### src/rtl/alu_seq_pkg.sv
// Shared constants for the ALU command sequencer: function codes, ALU selects,
// FSM state encoding and the signed-less-than helper.
package alu_seq_pkg;

  localparam int WIDTH     = 32;
  localparam int MUL_ITERS = 32;

  localparam logic [2:0] FUNC_AND = 3'b000;
  localparam logic [2:0] FUNC_OR  = 3'b001;
  localparam logic [2:0] FUNC_ADD = 3'b010;
  localparam logic [2:0] FUNC_SUB = 3'b011;
  localparam logic [2:0] FUNC_SLT = 3'b100;
  localparam logic [2:0] FUNC_MUL = 3'b101;

  localparam logic [1:0] ALU_AND = 2'b00;
  localparam logic [1:0] ALU_OR  = 2'b01;
  localparam logic [1:0] ALU_SUM = 2'b10;

  typedef enum logic [1:0] {
    ST_IDLE = 2'b00,
    ST_EXEC = 2'b01,
    ST_MUL  = 2'b10,
    ST_RESP = 2'b11
  } state_t;

  // Sign of A-B corrected for two's-complement overflow of the subtraction.
  function automatic logic slt_bit(input logic a_msb, input logic b_msb, input logic diff_msb);
    logic ovf;
    ovf = (a_msb != b_msb) & (diff_msb != a_msb);
    return diff_msb ^ ovf;
  endfunction

endpackage

### src/rtl/alu_seq_decode.sv
// Maps a command function code to the ALU control lines; MUL reports the
// control set used by each shift-add iteration.
module alu_seq_decode
  import alu_seq_pkg::*;
(
  input  logic [2:0] func,
  output logic [1:0] op,
  output logic       binvert,
  output logic       cin,
  output logic       legal
);

  // Combinational function-code decode
  always_comb begin
    op      = ALU_AND;
    binvert = 1'b0;
    cin     = 1'b0;
    legal   = 1'b1;
    case (func)
      FUNC_AND: op = ALU_AND;
      FUNC_OR:  op = ALU_OR;
      FUNC_ADD: op = ALU_SUM;
      FUNC_SUB, FUNC_SLT: begin
        op      = ALU_SUM;
        binvert = 1'b1;
        cin     = 1'b1;
      end
      FUNC_MUL: op = ALU_SUM;
      default:  legal = 1'b0;
    endcase
  end

endmodule

### src/rtl/alu_sequencer.sv
// Command-level controller for the shared 32-bit ALU: single-pass ops in one
// ALU cycle, MUL as 32 shift-add iterations through the same adder.
module alu_sequencer
  import alu_seq_pkg::*;
(
  input  logic             clk,
  input  logic             reset,
  input  logic             cmdValid,
  output logic             cmdReady,
  input  logic [2:0]       cmdFunc,
  input  logic [WIDTH-1:0] cmdA,
  input  logic [WIDTH-1:0] cmdB,
  output logic             rspValid,
  input  logic             rspReady,
  output logic [WIDTH-1:0] rspData,
  output logic             rspCarry,
  output logic             rspErr,
  output logic             busy,
  output logic [WIDTH-1:0] aluA,
  output logic [WIDTH-1:0] aluB,
  output logic             aluBinvert,
  output logic             aluCin,
  output logic [1:0]       aluOp,
  input  logic [WIDTH-1:0] aluOut,
  input  logic             aluCout
);

  localparam logic [5:0] MUL_LAST = 6'(MUL_ITERS - 1);

  state_t           state_r, state_s;
  logic [2:0]       func_r, func_s;
  // alu_a_r doubles as the MUL accumulator, alu_b_r as the shifting multiplicand
  logic [WIDTH-1:0] alu_a_r, alu_a_s, alu_b_r, alu_b_s;
  logic [1:0]       alu_op_r, alu_op_s;
  logic             alu_binv_r, alu_binv_s, alu_cin_r, alu_cin_s;
  logic [WIDTH-1:0] mplier_r, mplier_s;
  logic [5:0]       count_r, count_s;
  logic [WIDTH-1:0] rsp_data_r, rsp_data_s;
  logic             rsp_carry_r, rsp_carry_s, rsp_err_r, rsp_err_s;
  logic             rsp_valid_r, rsp_valid_s, cmd_ready_r, cmd_ready_s, busy_r, busy_s;
  logic [WIDTH-1:0] acc_next_s;

  logic [1:0] dec_op_s;
  logic       dec_binv_s, dec_cin_s, dec_legal_s;

  alu_seq_decode u_decode (
    .func    (cmdFunc),
    .op      (dec_op_s),
    .binvert (dec_binv_s),
    .cin     (dec_cin_s),
    .legal   (dec_legal_s)
  );

  // Next-state, datapath and registered-output computation
  always_comb begin
    state_s     = state_r;
    func_s      = func_r;
    alu_a_s     = alu_a_r;
    alu_b_s     = alu_b_r;
    alu_op_s    = alu_op_r;
    alu_binv_s  = alu_binv_r;
    alu_cin_s   = alu_cin_r;
    mplier_s    = mplier_r;
    count_s     = count_r;
    rsp_data_s  = rsp_data_r;
    rsp_carry_s = rsp_carry_r;
    rsp_err_s   = rsp_err_r;
    acc_next_s  = alu_a_r;

    case (state_r)
      ST_IDLE: begin
        if (cmdValid && cmd_ready_r) begin
          func_s = cmdFunc;
          if (!dec_legal_s) begin
            state_s     = ST_RESP;
            rsp_data_s  = {WIDTH{1'b0}};
            rsp_carry_s = 1'b0;
            rsp_err_s   = 1'b1;
          end else if (cmdFunc == FUNC_MUL) begin
            state_s    = ST_MUL;
            alu_a_s    = {WIDTH{1'b0}};
            alu_b_s    = cmdA;
            mplier_s   = cmdB;
            count_s    = 6'd0;
            alu_op_s   = ALU_SUM;
            alu_binv_s = 1'b0;
            alu_cin_s  = 1'b0;
          end else begin
            state_s    = ST_EXEC;
            alu_a_s    = cmdA;
            alu_b_s    = cmdB;
            alu_op_s   = dec_op_s;
            alu_binv_s = dec_binv_s;
            alu_cin_s  = dec_cin_s;
          end
        end else begin
          state_s = ST_IDLE;
        end
      end

      ST_EXEC: begin
        state_s     = ST_RESP;
        rsp_data_s  = aluOut;
        rsp_carry_s = 1'b0;
        rsp_err_s   = 1'b0;
        case (func_r)
          FUNC_ADD, FUNC_SUB: rsp_carry_s = aluCout;
          FUNC_SLT: rsp_data_s = {31'b0, slt_bit(alu_a_r[WIDTH-1], alu_b_r[WIDTH-1], aluOut[WIDTH-1])};
          default: rsp_carry_s = 1'b0;
        endcase
        alu_a_s    = {WIDTH{1'b0}};
        alu_b_s    = {WIDTH{1'b0}};
        alu_op_s   = ALU_AND;
        alu_binv_s = 1'b0;
        alu_cin_s  = 1'b0;
      end

      ST_MUL: begin
        if (mplier_r[0]) begin
          acc_next_s = aluOut;
        end else begin
          acc_next_s = alu_a_r;
        end
        alu_b_s  = alu_b_r << 1;
        mplier_s = mplier_r >> 1;
        count_s  = count_r + 6'd1;
        if (count_r == MUL_LAST) begin
          state_s     = ST_RESP;
          rsp_data_s  = acc_next_s;
          rsp_carry_s = 1'b0;
          rsp_err_s   = 1'b0;
          alu_a_s     = {WIDTH{1'b0}};
          alu_b_s     = {WIDTH{1'b0}};
          alu_op_s    = ALU_AND;
        end else begin
          alu_a_s = acc_next_s;
        end
      end

      ST_RESP: begin
        if (rspReady) begin
          state_s = ST_IDLE;
        end else begin
          state_s = ST_RESP;
        end
      end

      default: begin
        state_s    = ST_IDLE;
        alu_a_s    = {WIDTH{1'b0}};
        alu_b_s    = {WIDTH{1'b0}};
        alu_op_s   = ALU_AND;
        alu_binv_s = 1'b0;
        alu_cin_s  = 1'b0;
      end
    endcase

    cmd_ready_s = (state_s == ST_IDLE);
    busy_s      = (state_s != ST_IDLE);
    rsp_valid_s = (state_s == ST_RESP);
  end

  // State and output registers with synchronous reset
  always_ff @(posedge clk) begin
    if (reset) begin
      state_r     <= ST_IDLE;
      func_r      <= 3'b000;
      alu_a_r     <= {WIDTH{1'b0}};
      alu_b_r     <= {WIDTH{1'b0}};
      alu_op_r    <= ALU_AND;
      alu_binv_r  <= 1'b0;
      alu_cin_r   <= 1'b0;
      mplier_r    <= {WIDTH{1'b0}};
      count_r     <= 6'd0;
      rsp_data_r  <= {WIDTH{1'b0}};
      rsp_carry_r <= 1'b0;
      rsp_err_r   <= 1'b0;
      rsp_valid_r <= 1'b0;
      cmd_ready_r <= 1'b1;
      busy_r      <= 1'b0;
    end else begin
      state_r     <= state_s;
      func_r      <= func_s;
      alu_a_r     <= alu_a_s;
      alu_b_r     <= alu_b_s;
      alu_op_r    <= alu_op_s;
      alu_binv_r  <= alu_binv_s;
      alu_cin_r   <= alu_cin_s;
      mplier_r    <= mplier_s;
      count_r     <= count_s;
      rsp_data_r  <= rsp_data_s;
      rsp_carry_r <= rsp_carry_s;
      rsp_err_r   <= rsp_err_s;
      rsp_valid_r <= rsp_valid_s;
      cmd_ready_r <= cmd_ready_s;
      busy_r      <= busy_s;
    end
  end

  assign cmdReady   = cmd_ready_r;
  assign busy       = busy_r;
  assign rspValid   = rsp_valid_r;
  assign rspData    = rsp_data_r;
  assign rspCarry   = rsp_carry_r;
  assign rspErr     = rsp_err_r;
  assign aluA       = alu_a_r;
  assign aluB       = alu_b_r;
  assign aluOp      = alu_op_r;
  assign aluBinvert = alu_binv_r;
  assign aluCin     = alu_cin_r;

endmodule

### config.mk
export PLATFORM = sky130hd
export DESIGN_NAME = alu_sequencer
export DESIGN_NICKNAME = d
export VERILOG_FILES = /design/src/rtl/alu_seq_pkg.sv /design/src/rtl/alu_seq_decode.sv /design/src/rtl/alu_sequencer.sv
export SDC_FILE = /design/constraint.sdc
export NUM_CORES = 1
export LEC_CHECK = 0
export CAP_MARGIN = 20
export CORE_UTILIZATION = 43
export CTS_CLUSTER_SIZE = 20
export DETAILED_ROUTE_END_ITERATION = 8
export HOLD_SLACK_MARGIN = 0.05
export PLACE_DENSITY = 0.77
export SLEW_MARGIN = 20
export SYNTH_ARGS = -nofsm -noshare
export SYNTH_HDL_FRONTEND = slang
export SYNTH_SLANG_ARGS = --single-unit
### constraint.sdc
create_clock -name clk -period 1.9 [get_ports clk]
set_input_delay 0.475 -clock clk [delete_from_list [all_inputs] [get_ports clk]]
set_output_delay 0.475 -clock clk [all_outputs]
set_load 0.05 [all_outputs]
# Word-level counts from Yosys, hierarchy flattened
# Cells that the tools add are included.
# op_classes
n_reduce_logical	18
eq_ne	20
bitwise	2
add_sub_neg	1
div	0
mux	50
n_lt_le_gt_ge	0
mul	0
shift	0
# op_table
op	n
2-to-1 mux 32 bit	16
case mux 32 bit (3 select lines)	3
case mux 32 bit (2 select lines)	1
2-to-1 mux 2 bit	9
2-to-1 mux 6 bit	3
== test 3 x 2 -> 1 bit, second input constant	4
case mux 6 bit (2 select lines)	1
AND reduction 4 bit	3
2-to-1 mux 1 bit	11
inequality test 2 bit, second input constant	5
== test 3 bit, second input constant	3
case mux 2 bit (4 select lines)	1
adder 6 x 1 -> 6 bit, second input constant	1
== test 2 bit, second input constant	3
== test 6 x 5 -> 1 bit, second input constant	1
case mux 1 bit (3 select lines)	2
case mux 2 bit (3 select lines)	1
AND reduction 3 bit	2
nonzero test 2 bit	3
OR reduction 6 bit	1
logical NOT 2 bit	2
case mux 2 bit (2 select lines)	1
OR reduction 2 bit	2
== test 3 x 1 -> 1 bit, second input constant	1
other kinds (10)	11
# word_totals
input_bits	104
mem_count	0
elab_cells	105
ram_bits	0
latchBits	0
reg_bits	147
romBits	0

# Depth between registers and ports, before layout
# depth
depth_word	7
depth_mapped	9
mapped_depth_nobuf	6

# Modules after synthesis
# Synthesis repeated with hierarchy kept, for this count alone.
# hier_totals
cells_unflattened	825
area_unflattened_um2	7094.3
# modules_own_cells
mod	seq_area_each_um2	n_inst	cells_each	area_each_um2
alu_sequencer	2962.8	1	818	7050.5
alu_seq_decode	0.0	1	7	43.8

# Least setup slack after synthesis
# OpenSTA, ideal clock, no wires.
# synth_timing
path_kind	input-to-reg
start	input port cmdFunc[1]
end	register alu_b_r[19] (netlist: aluB[19])
required_time_ns	1.768
path_slack_ns	-0.006
arrival_time_ns	1.774
path_stages	7
setup_time_ns	0.132
path_cell_list	ha_1 -> nand3b_1 -> a21o_1 -> buf_4 -> buf_2 -> a221oi_1 -> nor3_1
# synth_between
elab_chain_len	5
elab_cells_between_ends	14
# synth_rtl
item	line_no	source
start, declared	alu_sequencer.sv:10	input logic [2:0] cmdFunc,
== test 3 bit (tied with other cells)	alu_seq_decode.sv:19, alu_sequencer.sv:79	
OR reduction 6 bit (no line) or 2-to-1 mux 32 bit (tied branches)	n/a	
2-to-1 mux 1 bit or 2-to-1 mux 32 bit (tied branches)	alu_seq_decode.sv:19, alu_sequencer.sv:74	
inequality test 2 bit (no line) or 2-to-1 mux 32 bit (tied branches)	n/a	
AND reduction 3 bit (no line) or case mux 32 bit (3 select lines) (tied branches)	n/a	
end signal, assigned	alu_sequencer.sv:169	alu_b_r <= {WIDTH{1'b0}};
end signal, assigned	alu_sequencer.sv:185	alu_b_r <= alu_b_s;
end, declared	alu_sequencer.sv:33	logic [WIDTH-1:0] alu_a_r, alu_a_s, alu_b_r, alu_b_s;
# Several ways; a longest one is shown, not always the timed one. The select of a mux whose other input is x is not followed.
# A chain may end at the register's enable or synchronous reset.

# Worst setup path in the final report
# layout_timing
start	register state_r[0]
end	register alu_b_r[10] (netlist: aluB[10])
# layout_between
elab_chain_len	3
elab_cells_between_ends	8
# layout_rtl
item	line_no	source
start, declared	alu_sequencer.sv:30	state_t state_r, state_s;
start signal, assigned	alu_sequencer.sv:182	state_r <= state_s;
== test 2 bit (tied with other cells)	alu_sequencer.sv:70	case (state_r)
nonzero test 3 bit (no line) or inequality test 2 bit (tied branches)	n/a	
AND reduction 3 bit (no line)	n/a	
# Several ways; a longest one is shown, not always the timed one.

==> flow_summary.ini <==
[yosys]
seq_area_frac_synth = 0.418
syn_inst = 780
synth_top_cell_area_share = 0.418
synth_most_common_cell = dfxtp_1
ys_seq_elements = 147
yosys_warnings = 0
synth_area_mm2 = 0.00704
synth_top_area_cell = dfxtp_1
netlist_top_cells_count = dfxtp_1 (147), nor2_1 (129), mux2i_1 (64)
syn-num-nets = 892
ys_top_cells_by_area = dfxtp_1 (42%), mux2i_1 (9.1%), nor2_1 (6.9%), a221oi_1 (6.6%), o2bb2ai_1 (4.0%)
synth_edf_count = 0
synthFlopType = dfxtp_1
synth_area_per_cell_um2 = 9.03
post_synth_num_cell_types = 50
synthArstFlopShare = 0

[critical_path]
regToRegSetupSlack_ns = 0.03
reg2reg_to = aluB[10]$_SDFFE_PP0P_
path_max_fanout = 6
cp-start-kind = flop
cp.arrival_ns = 2.21
reg2reg_depth = 9
worstPathCellList = inv_2 -> ha_4 -> clkinvlp_4 -> buf_6 -> a211oi_4 -> buf_12 -> clkbuf_16 -> a221oi_1 -> nor3_1
critPathKind = reg2reg
worst_setup_path_end_kind = flop
r2r-start = state_r[0]$_SDFF_PP0_
cp.required_ns = 2.24
slowest_stage = dfxtp_1
slowest_delay_ns = 0.33

[clocking]
htreeDepth = 4
cts_root_buf = clkbuf_16
cts_hold_buf = 0
cts_buffers = 17
worstSkewPairLatency_ns = 0.43
clk_pin_slew_worst_paths_ns = 0.06
cts.sinks = 147
cts_tree = done
cts_buffer_depth = 2

[sta]
skew_ns = 0.00913
final.min_clock_period_ns = 1.87
max_slew_margin = 0.600
max_freq_mhz = 535
drv_slew = 0
post-route-period-util = 0.984
setup_violations = 0
worstMarginPinSlew_ns = 0.600
tns_ns = 0
hold_viol = 0

[worst_hold_path]
hold_start = reset
hold_class = in2reg
holdPathEnd = aluCin$_SDFFE_PP0P_
min_path_cells = 2

[detailed_routing]
dr.pass1.iters = 5
drc = 0
vias_per_cell = 5.94
post_drt_wl_per_cell_um = 20.5
ant_nets = 0
via_count = 7354
drt_wl_total_mm = 25.4
drt_iter0_drc = 646

[grt]
grt_usage = 0.293
antenna_found_initial = 0
grt_pass1_wl_mm = 37.5
grt_pass1_vias = 6721
grt_max_degree = 55
gr-total-overflow = 0

[status]
status = completed

[floorplanning]
fp.dieH_um = 130
io_pins = 209
fp-row-count = 46
die_width_um = 130
die_area_mm2 = 0.0169
core_area_mm2 = 0.0159
initial_core_util = 0.442

[final_layout]
post-route-util = 0.650
diodes = 0
nets = 1122
drive_gt1_frac = 0.259
syn_to_final_growth_pct = 47.1

[power]
internal-power_w = 0.00650
pwr-share-clk = 0.334
combPwrFrac = 0.303
power_w = 0.00989
power.density_mw_per_mm2 = 955
seq_power_share = 0.363
leakage_nw = 3.97
p_sw_w = 0.00339
switching_share = 0.342
ir_drop_uv = 638

[place]
routabilityCongestion = 0.879
io_buffers = 208
dpl.hpwl_mm = 17.3

[job]
drv_cap = 0
## worst max-delay path by stage
| stage | from | to | slack [ns] |
|---|---|---|---|
| after floorplan | cmdFunc[1] | aluB[19]$_SDFFE_PP0P_ | 0.01 |
| after global placement | cmdFunc[1] | aluB[20]$_SDFFE_PP0P_ | -0.50 |
| after detailed placement | cmdFunc[1] | aluB[25]$_SDFFE_PP0P_ | -0.56 |
| after CTS | state_r[1]$_SDFF_PP0_ | aluB[26]$_SDFFE_PP0P_ | 0.008 |
| after global routing | state_r[0]$_SDFF_PP0_ | aluB[30]$_SDFFE_PP0P_ | -0.06 |
| final | state_r[0]$_SDFF_PP0_ | aluB[10]$_SDFFE_PP0P_ | 0.03 |
## flip-flops by register name, indices dropped and copies added (netlist names)
name / flops
aluA: 32
aluB: 32
aluCin: 1
aluOp: 2
busy: 1
cmdReady: 1
count_r: 6
func_r: 3
mplier_r: 32
rspCarry: 1
rspData: 32
rspErr: 1
rspValid: 1
state_r: 2
## worst max-delay path, delay by kind of cell, from the launching register on
family / cells / cell delay, ns
buffers and inverters: 5 / 0.78
AO/OA/AOI/OAI: 2 / 0.35
flip-flops: 1 / 0.33
adder cells (fa/ha/maj): 1 / 0.18
AND/OR/NAND/NOR: 1 / 0.16
## power by group through the flow
| stage | sequential, W | clock, W | combinational (W) |
|---|---|---|---|
| after floorplan | 0.00430 | 0 | 0.00107 |
| after global placement | 0.00364 | 0 | 0.00283 |
| after detailed placement | 0.00363 | 0 | 0.00286 |
| after CTS | 0.00357 | 0.00333 | 0.00293 |
| after global routing | 0.00361 | 0.00347 | 0.00317 |
| final | 0.00358 | 0.00331 | 0.00300 |
## final cells by class
class	count	area, um^2
fill	1298	5580
multi-input combinational	554	3820
sequential	147	2950
timing repair buffer	282	2700
clock buffer	23	508
tap	216	270
clock inverter	8	73.8
inverter	8	36.3
## cells by family (layout without fill, tap and decap cells)
family	count (synthesis)	in the layout	synth area share
AND/OR/NAND/NOR	243	243	0.155
adder cells (fa/ha/maj)	8	8	0.0142
multiplexers	88	88	0.129
AO/OA/AOI/OAI	214	215	0.228
buffers and inverters	80	321	0.0565
flip-flops	147	147	0.418
## repair_timing
action                     4_1_cts  5_1_grt
buffers inserted                 7        5
gates resized for setup          8       20
cloned                           4        3
pin swaps                        4       17
setup endpoints to repair       94       75
## layer usage
metal  global-route usage  wire, um
met1                0.401     10800
met2                0.434     11200
met5                    0         0
met3               0.0672      2470
met4                0.141       846
## metrics by stage
stage	worst slack, ns	instance area (um^2)	instances	hold slack [ns]
finish	0.0304	10400	1238	0.407
global route	-0.0619	10400	1238	0.436
CTS	0.00776	10200	1231	0.398
detailed placement	-0.559	9420	1189	0.448
global placement	-0.503	9420	1189	0.448
floorplan	0.0131	7040	780	0.432
## cells in the final DEF (no fill, tap or decap), types with 31 or more instances in the layout
master and count:
dfxtp_1 144, nor2_1 127, a221oi_1 51, buf_4 153, nor3_1 53, mux2i_1 64
clkdlybuf4s50_1 100, a211oi_1 32, nand2_1 31, a21oi_1 51, o2bb2ai_1 32
Power figures use the tool's default switching activity.
==> RTL change, RTL diff (config.mk and constraints unchanged) <==
Encoding of `state_t`: now Gray code (2 bits for 4 states).
--- a/src/rtl/alu_seq_pkg.sv
+++ b/src/rtl/alu_seq_pkg.sv
@@ -20,6 +20,6 @@
     ST_IDLE = 2'b00,
     ST_EXEC = 2'b01,
-    ST_MUL  = 2'b10,
-    ST_RESP = 2'b11
+    ST_MUL  = 2'b11,
+    ST_RESP = 2'b10
   } state_t;
 
Function: same outputs for any inputs over 4 cycles, from zero or initial values and one cycle with reset high; so few cycles prove little.
==> RTL change against the original RTL <==
  * Setup slack got worse by 17 ps
  * Design area fell by 2.9%
  * Clock power fell by 2%
  * Sequential share of layout area rose by 0.83 points
  * Area after synthesis fell by 1.0%
  * Total power fell by 3.4%
  * Routed wire length fell by 4.8%
  * Sequential cell count did not move
  * Combinational power fell by 8.0%
  * Largest cell class unchanged
==> RTL change: results (changes against the original RTL) <==
status:
  outcome: "complete, no violations"
cells_and_area:
  regArea_um2: 2950  # about the same
  n_fill_cell: 1325  # +2.1%
  buf_share: 0.252  # -0.00812
  n_clock_buffer: 20  # -13%
  final_cells: 1200  # -3.1%
  drive_above_1_share: 0.290  # +0.0303
  clk_share: 0.0561  # -0.0000581
  n_all_inverters: 6  # -2
  nets: 1077  # -4.0%
  seq_cell_count: 147  # unchanged
  multi_input_area_um2: 3720  # -2.8%
  signal_buffers: 284  # +0.71%
  area_growth_pct: 44.3
  diodes: 0  # unchanged
  multi_input_cells: 515  # -7.0%
place:
  portBuffers: 208  # unchanged
  dp_slack_ps: -586  # -26.9 ps
  dpl-instance-area_um2: 9400  # -0.24%
  dpl.hpwl_mm: 16.9  # -2.3%
  place_congestion: 0.894  # +1.7%
detailed_routing:
  dr.first_iter.drc_count: 669  # +3.6%
  via_per_inst: 5.93  # -0.21%
  avgRoutedWirePerCell_um: 20.1  # -1.8%
sta:
  skew_ps: 5.91  # -3.22 ps
  worst_pin_slew_ps: 634  # +34.0 ps
grt:
  grt_usage: 0.287  # -0.00571
  grt_first_pass_wirelength_mm: 36.2  # -3.3%
  grt_max_degree: 77  # +40%
  grt_pass1_vias: 6572  # -2.2%
logic_synthesis:
  synthTopCellsByCount: "dfxtp_1, nor2_1, nand2_1, a22oi_1"
  ys_top_cells_by_area: "dfxtp_1, a311oi_2, mux2i_1, a22oi_1, mux2_2"
  synthesis.nets: 848  # -4.9%
  synth.top_cell.area_share: 0.422  # +0.00435
  synth_cell_types: 54  # +8.0%
  syn_inst: 742  # -4.9%
  seq_area_frac_synth: 0.422  # +0.00435
pwr:
  power.leakage_nw: 4.10  # +3.3%
  vdd_drop_max_mv: 0.659  # +3.3%
worst_setup_path:
  cp_max_fo: 8  # +2
  worst_ep_arrival_time_ps: 2230  # +20 ps
clock_tree:
  root_buffer: "clkbuf_16"
worst_hold_path:
  worstHoldPathType: "input pin to flop"
==> RTL change: what timing repair did <==
action | in CTS | in global routing
resized for setup | 4 | 6
gates cloned | 2 | 0
endpoints found under the setup margin | 125 | 89
pin swaps | 2 | 2
setup buffers | 2 | 0
==> RTL change: final timing paths <==
check / slack, ps / end / cells after the start / startpoint
worst min register to register: 460 / rspData[21]$_SDFFE_PP0P_ / 1 / rspData[21]$_SDFFE_PP0P_
worst min-delay path: 290 / mplier_r[31]$_SDFFE_PP0P_ / 2 / reset
worst max-delay path: 10 / aluA[4]$_SDFFE_PP0P_ / 8 / cmdValid
worst max register to register: 60 / rspData[13]$_SDFFE_PP0P_ / 5 / func_r[2]$_SDFFE_PP0P_
==> RTL change: per-layer routing <==
layer  up-vias  routed length [µm]  track usage
li1       3278                   -            -
met1      3450               10300        0.376
met2       347               11300        0.456
met3        38                2000       0.0756
met4         0                 592        0.100
met5         -                   0            0
==> RTL change: critical path: stages <==
cell	delay [ps]
clkdlybuf4s50_1	470
nor4bb_4	180
buf_4	160
buf_4	130
nor2_4	300
buf_4	230
a221oi_1	60
nor3_1	220
==> RTL change: kinds of logic (layout without fill, tap and decap cells) <==
logic type / Yosys count / in the layout / share of synthesized area
AOI/OAI and AO/OA: 211 / 211 / 0.267
adders and majority gates: 2 / 2 / 0.00359
and+or+nand+nor: 235 / 235 / 0.153
buffers and inverters: 80 / 322 / 0.0540
muxes: 67 / 67 / 0.101
DFF: 147 / 147 / 0.422
==> RTL change: power by group <==
| part | switching, mW | internal, mW |
|---|---|---|
| clock network | 1.37 | 1.87 |
| logic | 1.68 | 1.08 |
| registers | 0.213 | 3.34 |
| total | 3.27 | 6.28 |
